`src/rtl/usb_bulk_out_seq.sv`:
```
// USB bulk OUT transaction sequencer.
// Tracks OUT token -> DATA0/1 -> handshake. Payload bytes go to the FIFO through
// a two-byte delay line, so the trailing CRC16 never reaches it. Each packet
// ends with either a commit or a discard pulse, and an ACK or NAK is requested
// when the packet warrants a handshake.
// Optional feature: define BULK_OUT_TIMEOUT_EN to abandon WAIT_DATA after
// TIMEOUT cycles with no PID.
module usb_bulk_out_seq #(
    parameter int MAX_PKT = 64,
    parameter int TIMEOUT = 800
) (
    input  logic       clk,
    input  logic       rst,
    input  logic       pid_valid,
    input  logic [3:0] pid,
    input  logic       byte_valid,
    input  logic [7:0] rx_byte,
    input  logic       eop,
    input  logic       crc_ok,
    input  logic       addr_ep_match,
    input  logic [7:0] fifo_free,
    input  logic       hs_done,
    input  logic       clear_toggle,
    output logic       fifo_wr_en,
    output logic [7:0] wr_data,
    output logic       pkt_commit,
    output logic       pkt_discard,
    output logic       send_ack,
    output logic       send_nak,
    output logic       rcving,
    output logic       exp_toggle
);

    typedef enum logic [2:0] {IDLE, TOKEN, WAIT_DATA, DATA, CHECK, HS} state_t;

    localparam logic [3:0] PID_OUT   = 4'b0001;
    localparam logic [3:0] PID_DATA0 = 4'b0011;
    localparam logic [3:0] PID_DATA1 = 4'b1011;

    // One spare bit so MAX_PKT+3 and beyond compare without wrapping.
    localparam int CW = $clog2(MAX_PKT + 3) + 1;
    localparam logic [CW-1:0] CNT_LIM = CW'(MAX_PKT + 2);
    localparam logic [CW-1:0] CNT_TWO = CW'(2);

    state_t          state_reg;
    logic [CW-1:0]   cnt_reg;
    logic [CW-1:0]   cnt_next;
    logic            ovf_reg;
    logic            nak_pend_reg;
    logic            toggle_reg;
    logic            crc_ok_reg;
    logic            exp_toggle_reg;
    logic [7:0]      dly0_reg;
    logic [7:0]      dly1_reg;
    logic            fifo_wr_en_reg;
    logic [7:0]      wr_data_reg;
    logic            pkt_commit_reg;
    logic            pkt_discard_reg;
    logic            send_ack_reg;
    logic            send_nak_reg;

`ifdef BULK_OUT_TIMEOUT_EN
    localparam int TW = $clog2(TIMEOUT + 1);
    localparam logic [TW-1:0] WAIT_LAST = TW'(TIMEOUT - 1);
    logic [TW-1:0]   wait_cnt_reg;
`endif

    assign cnt_next = cnt_reg + CW'(1);

    // Sequencer: state, packet bookkeeping and all registered outputs.
    always_ff @(posedge clk) begin
        if (rst) begin
            state_reg       <= IDLE;
            cnt_reg         <= '0;
            ovf_reg         <= 1'b0;
            nak_pend_reg    <= 1'b0;
            toggle_reg      <= 1'b0;
            crc_ok_reg      <= 1'b0;
            exp_toggle_reg  <= 1'b0;
            dly0_reg        <= '0;
            dly1_reg        <= '0;
            fifo_wr_en_reg  <= 1'b0;
            wr_data_reg     <= '0;
            pkt_commit_reg  <= 1'b0;
            pkt_discard_reg <= 1'b0;
            send_ack_reg    <= 1'b0;
            send_nak_reg    <= 1'b0;
`ifdef BULK_OUT_TIMEOUT_EN
            wait_cnt_reg    <= '0;
`endif
        end else begin
            fifo_wr_en_reg  <= 1'b0;
            pkt_commit_reg  <= 1'b0;
            pkt_discard_reg <= 1'b0;

            case (state_reg)
                IDLE: begin
                    if (pid_valid && pid == PID_OUT) state_reg <= TOKEN;
                end

                TOKEN: begin
                    if (eop) begin
                        if (crc_ok && addr_ep_match) begin
                            state_reg    <= WAIT_DATA;
                            nak_pend_reg <= (int'(fifo_free) < MAX_PKT);
`ifdef BULK_OUT_TIMEOUT_EN
                            wait_cnt_reg <= '0;
`endif
                        end else begin
                            state_reg <= IDLE;
                        end
                    end
                end

                WAIT_DATA: begin
                    if (pid_valid) begin
                        if (pid == PID_DATA0 || pid == PID_DATA1) begin
                            state_reg  <= DATA;
                            toggle_reg <= pid[3];
                            cnt_reg    <= '0;
                            ovf_reg    <= 1'b0;
                            dly0_reg   <= '0;
                            dly1_reg   <= '0;
                        end else begin
                            state_reg <= IDLE;
                        end
                    end
`ifdef BULK_OUT_TIMEOUT_EN
                    else if (wait_cnt_reg == WAIT_LAST) begin
                        state_reg <= IDLE;
                    end else begin
                        wait_cnt_reg <= wait_cnt_reg + TW'(1);
                    end
`endif
                end

                DATA: begin
                    if (pid_valid && !eop) begin
                        // A new PID mid-packet means the packet was cut short.
                        pkt_discard_reg <= 1'b1;
                        state_reg       <= IDLE;
                    end else begin
                        if (byte_valid && !ovf_reg) begin
                            cnt_reg  <= cnt_next;
                            dly1_reg <= dly0_reg;
                            dly0_reg <= rx_byte;
                            if (cnt_next > CNT_LIM) begin
                                ovf_reg <= 1'b1;
                            end else if (cnt_reg >= CNT_TWO && !nak_pend_reg) begin
                                fifo_wr_en_reg <= 1'b1;
                                wr_data_reg    <= dly1_reg;
                            end
                        end
                        if (eop) begin
                            crc_ok_reg <= crc_ok;
                            state_reg  <= CHECK;
                        end
                    end
                end

                CHECK: begin
                    if (!crc_ok_reg || ovf_reg || cnt_reg < CNT_TWO) begin
                        pkt_discard_reg <= 1'b1;
                        state_reg       <= IDLE;
                    end else if (nak_pend_reg) begin
                        pkt_discard_reg <= 1'b1;
                        send_nak_reg    <= 1'b1;
                        state_reg       <= HS;
                    end else if (toggle_reg == exp_toggle_reg) begin
                        pkt_commit_reg  <= 1'b1;
                        send_ack_reg    <= 1'b1;
                        exp_toggle_reg  <= ~exp_toggle_reg;
                        state_reg       <= HS;
                    end else begin
                        // Retransmission of an already-accepted packet: ACK, drop data.
                        pkt_discard_reg <= 1'b1;
                        send_ack_reg    <= 1'b1;
                        state_reg       <= HS;
                    end
                end

                HS: begin
                    if (hs_done) begin
                        send_ack_reg <= 1'b0;
                        send_nak_reg <= 1'b0;
                        state_reg    <= IDLE;
                    end
                end

                default: state_reg <= IDLE;
            endcase

            // Host-forced resync takes precedence over any flip above.
            if (clear_toggle) exp_toggle_reg <= 1'b0;
        end
    end

    assign fifo_wr_en  = fifo_wr_en_reg;
    assign wr_data     = wr_data_reg;
    assign pkt_commit  = pkt_commit_reg;
    assign pkt_discard = pkt_discard_reg;
    assign send_ack    = send_ack_reg;
    assign send_nak    = send_nak_reg;
    assign rcving      = (state_reg != IDLE);
    assign exp_toggle  = exp_toggle_reg;

endmodule

```
`config.mk`:
```
export PLATFORM = sky130hd
export DESIGN_NAME = usb_bulk_out_seq
export DESIGN_NICKNAME = d
export VERILOG_FILES = /design/src/rtl/usb_bulk_out_seq.sv
export SDC_FILE = /design/constraint.sdc
export NUM_CORES = 1
export LEC_CHECK = 0
export ABC_AREA = 1
export CORE_MARGIN = 5
export CORE_UTILIZATION = 35
export CTS_BUF_LIST = sky130_fd_sc_hd__clkbuf_8
export DETAILED_ROUTE_END_ITERATION = 12
export GPL_ROUTABILITY_DRIVEN = 0
export PLACE_DENSITY = 0.63
export SYNTH_ARGS = -nofsm -noshare
export SYNTH_HDL_FRONTEND = slang
export SYNTH_SLANG_ARGS = --single-unit
export TNS_END_PERCENT = 20
```
`constraint.sdc`:
```
create_clock -name clk -period 1.83 [get_ports clk]
set_clock_uncertainty 0.2 [all_clocks]
set_input_delay 0.366 -clock clk [delete_from_list [all_inputs] [get_ports clk]]
set_output_delay 0.366 -clock clk [all_outputs]
set_load 0.02 [all_outputs]
```
* After elaboration in Yosys (flattened, before gate mapping)
Cells that the tools add are included.
** Cells by class
- Add/subtract/negate cells :: 1
- Magnitude comparators :: 4
- Equal/unequal tests :: 21
- Mux-type cells :: 41
- Bitwise logic cells :: 8
- Reductions and logical operators :: 29
** Operator list (count)
- $mux W8 :: 8
- $pmux W8 S2 :: 3
- $ne A2 B2 Y1 const B :: 11
- $mux W3 :: 7
- $pmux W3 S6 :: 1
- $mux W1 :: 16
- $reduce_and A5 Y1 :: 3
- $reduce_and A4 Y1 :: 3
- $reduce_and A3 Y1 :: 3
- $add A8 B1 Y8 const B :: 1
- $ge A8 B2 Y1 const B :: 1
- $gt A8 B7 Y1 const B :: 1
- $lt A8 B2 Y1 const B :: 1
- $lt A8 B7 Y1 const B :: 1
- $not A1 Y1 :: 8
- $pmux W1 S2 :: 4
- $eq A3 B2 Y1 const B :: 2
- $eq A3 B3 Y1 const B :: 2
- $reduce_and A6 Y1 :: 1
- $logic_and A1 B1 Y1 :: 5
- $reduce_or A5 Y1 :: 1
- $eq A4 B1 Y1 const B :: 1
- $eq A4 B2 Y1 const B :: 1
- $eq A4 B4 Y1 const B :: 1
- other kinds (11) :: 18
** Storage, ports and cells
- Register bits :: 45
- Logic and storage cells :: 119

* Depth between registers and ports, before layout
- Word-level depth :: 6
- Depth in mapped cells :: 11
- Mapped depth without buffers :: 11

* Worst setup path before layout
No wires, ideal clock.
- Kind :: flip-flop to flip-flop
- From :: register cnt_reg[0]
- To :: register wr_data_reg[0], in the netlist wr_data[0]
- Library setup time :: 64 ps
- Data arrival time :: 1601 ps
- Data required time :: 1566 ps
- Setup slack :: -35 ps
- Stages on the path, launching flop included :: 11
- Path buffers :: 0
- Period minus slack after synthesis :: 1865 ps
- Path through :: dfxtp_1 inv_1 ha_1 nor2_1 a21oi_1 nand3_1 o21ai_4 nand3_4 nand2_1 inv_1 nor2_1
** On the way
- Cells in the longest elaborated chain, start to end :: 4
** Ends and longest elaborated chain
- from (decl) :: line 46 : logic [CW-1:0] cnt_reg;
- from (signal assigned) :: line 144 : cnt_reg <= cnt_next;
- $add A8 B1 Y8 :: line 68 : assign cnt_next = cnt_reg + CW'(1);
- $gt A8 B7 Y1 :: line 147 : if (cnt_next > CNT_LIM) begin
- $not A1 Y1 (no line)
- $reduce_and A5 Y1 (no line) *
- to (signal assigned) :: line 151 : wr_data_reg <= dly1_reg;
- to (decl) :: line 56 : logic [7:0] wr_data_reg;
Every way passes the cells marked *; elsewhere a longest branch is shown, timed or not.
A chain may end at the register's enable or synchronous reset.

* Final worst setup path
- From :: register cnt_reg[0]
- To :: register wr_data_reg[5], in the netlist wr_data[5]
Same word-level chain as after synthesis.

==> reports/metrics.yaml <==
run_status:
  outcome: "finished, violations left"
  violations: "setup timing"
cells_and_area:
  drive_gt1_share_pct: 20.80
  antennaDiodeCount: 0
  fin_util_pct: 53.28
  final_common_cell: "nand2_1"
  nets: 430
  area_growth_pct: 46.21
  fill_cells: 593
  final_cell_mix: "90 x nand2_1, 50 x inv_1, 42 x dfxtp_1"
sta:
  worst-slew-pin-transition_ns: 0.3995
  clock.fmax_mhz: 535.4
  fin_crit_ns: 1.868
  setup_viol: 8
  slew_viol_final: 0
  period_share_pct: 102.1
  hold_violations: 0
  rsz0062_at_grt: "yes"
  slew_headroom_pct: 73.33
  fin_ws_ns: -0.03791
critical_path:
  crit_path_end_kind: "flip-flop"
  cp.arrival_ns: 1.91
  max_stage_delay_ns: 0.40
  worstPathMaxFanout: 6
  path_buf_inv: 3
  start_kind: "flip-flop"
  worstPathRequired_ns: 1.87
  crit_type: "flip-flop to flip-flop"
  crit_family: "flip-flops"
  critPathSlowestCell: "dfxtp_4"
  regToRegSetupSlack_ns: -0.04
  path_cells: "inv_4, ha_4, nor2_4, a21oi_2, nand3_2, o21ai_4, buf_12, nand3_4, nand2_2, inv_1, nor2_1"
yosys:
  synth_edf_count: 0
  ys_types: 28
  async_reset_ff_share_pct: 0
  ys.warnings.count: 0
  synthCells: 321
  post-synth-top-area-cell: "dfxtp_1"
  yosysSeqAreaShare_pct: 41.03
  synth_area_sq_um: 2196
  yosys-top-cells-area: "dfxtp_1 41%, nand2_1 16%, inv_1 9.2%, a21oi_1 7.7%, nor2_1 4.4%"
  synth-seq-cells: 45
  synth_area_per_cell_sq_um: 6.841
  synthesis.nets: 353
  synth_top_area_share_pct: 41.03
  synthFlopType: "dfxtp_1"
grt:
  antenna_found_initial: 0
  grt_pass1_wl_mm: 8.445
  gr-total-overflow: 0
  grt_max_degree: 23
  grt_pass1_vias: 1937
  grt_usage_pct: 13.35
floorplan:
  die_h_um: 89.21
  initial_core_util_pct: 36.44
  row_count: 28
  dieWidth_um: 89.21
  ios: 44
  core_area_sq_um: 6026
  die-area_sq_um: 7958
detailed_routing:
  ant_nets: 0
  dr_total_vias: 2188
  drt-initial-drc-count: 93
  drc: 0
  firstDrtPassIters: 4
  routedWlPerCell_um: 11.16
  vias_per_cell: 4.616
  drt_wl_total_mm: 5.292
hold_path:
  hold_path.class: "flip-flop to flip-flop"
placement:
  io_buffers: 37
  hpwl_mm: 3.798
  pre_cts_slack_ns: -0.2494
clock_tree:
  tritoncts: "built"
  cts.path.max_buffers: 2
  cts_sinks: 45
  ctsHoldBuffers: 0
  clock_latency_ns: 0.31
  cts_buffers: 5
  h-tree-depth: 2
  cts-root-buf: "clkbuf_8"
  clk_pin_slew_ns: 0.09
power_and_ir_drop:
  p_clk_share_pct: 36.1
  sw_frac_of_total_pct: 25.49
  p_per_area_nw_per_um2: 564.5
  vdd_drop_max_v: 0.0003156
  seq_power_share_pct: 54.3
  p_sw_w: 0.0004619
  combPwrFrac_pct: 9.6
  internal-power_w: 0.001350
  leakage_nw: 1.484
job:
  cap_violations: 0
## Yosys cell counts, drive strengths merged (2+ instances only)
| master | count |
|---|---|
| nor3 | 4 |
| a21oi | 34 |
| nand3b | 2 |
| clkinv | 2 |
| ha | 3 |
| a211oi | 3 |
| nand2 | 95 |
| dfxtp | 45 |
| inv | 56 |
| buf | 5 |
| nand4 | 12 |
| o21ai | 9 |
| nor2 | 27 |
| clkbuf | 4 |
| nand3 | 17 |
## final timing paths
kind	from	to	cells after the start
setup / recovery	cnt_reg[0]	wr_data[5]	11
hold / removal	dly0_reg[6]	dly0_reg[6]	2
setup reg to reg	cnt_reg[0]	wr_data[5]	11
hold reg to reg	dly0_reg[6]	dly0_reg[6]	2
## through the flow
stage	TNS, ns	total power [W]	cell area (sq um)	hold WS, ns	std cells
after CTS	-0.7201	0.001827	3138	0.2660	472
after floorplan	0	0.001081	2197	0.2390	321
after global routing	-1.065	0.001879	3211	0.2861	474
after detailed placement	-6.825	0.001186	2913	0.2518	459
after global placement	-6.076	0.001184	2913	0.2482	459
final	-0.1682	0.001812	3211	0.2649	474
## layer usage
layer / wire length, um / vias to the layer above / GRT usage, % / part of all wire, %
li1: - / 1163 / - / -
met1: 2451 / 985 / 17.08 / 46
met2: 2546 / 33 / 22.51 / 48
met3: 221 / 7 / 2.581 / 4.2
met4: 74 / 0 / 4.465 / 1.4
met5: 0 / - / 0 / 0
## power by group through the flow
stage                     clock network, W  registers (W)  logic [W]
after CTS                         0.000667       0.000984   0.000176
after detailed placement                 0        0.00101   0.000176
after global routing              0.000703       0.000985   0.000192
after global placement                   0        0.00101   0.000175
after floorplan                          0        0.00101  0.0000714
final                             0.000654       0.000984   0.000175
## repair_timing
action,in CTS,in global routing
setup endpoints to repair,14,29
pin swaps,8,12
cloned,2,0
setup buffers,3,3
gates resized for setup,22,27
## kinds of logic (layout without fill, tap and decap cells)
logic type | Yosys count | count (layout) | synth area share [%]
AOI/OAI and AO/OA | 48 | 48 | 12.36
xor gates and xnor gates | 1 | 1 | 0.3989
adders and majority gates | 3 | 3 | 1.710
buffers and inverters | 67 | 144 | 12.14
DFF | 45 | 45 | 41.03
and+or+nand+nor | 157 | 158 | 32.37
## final cells by class
cell class	instances	area (sq um)	share of cell area [%]
Sequential cell	45	909.6	28.33
Timing Repair Buffer	78	755.7	23.54
Clock buffer	5	68.82	2.143
Tap cell	75	93.84	2.923
Clock inverter	3	25.02	0.7794
Inverter	58	225.2	7.015
Multi-Input combinational cell	210	1132	35.27
## worst reg2reg max path: stages (launching register included)
cell and delay (ns):
dfxtp_4 0.40, inv_4 0.05, ha_4 0.27, nor2_4 0.03, a21oi_2 0.11, nand3_2 0.10
o21ai_4 0.21, buf_12 0.15, nand3_4 0.10, nand2_2 0.08, inv_1 0.04, nor2_1 0.08
Note: power is estimated with default switching activity, not from simulation.
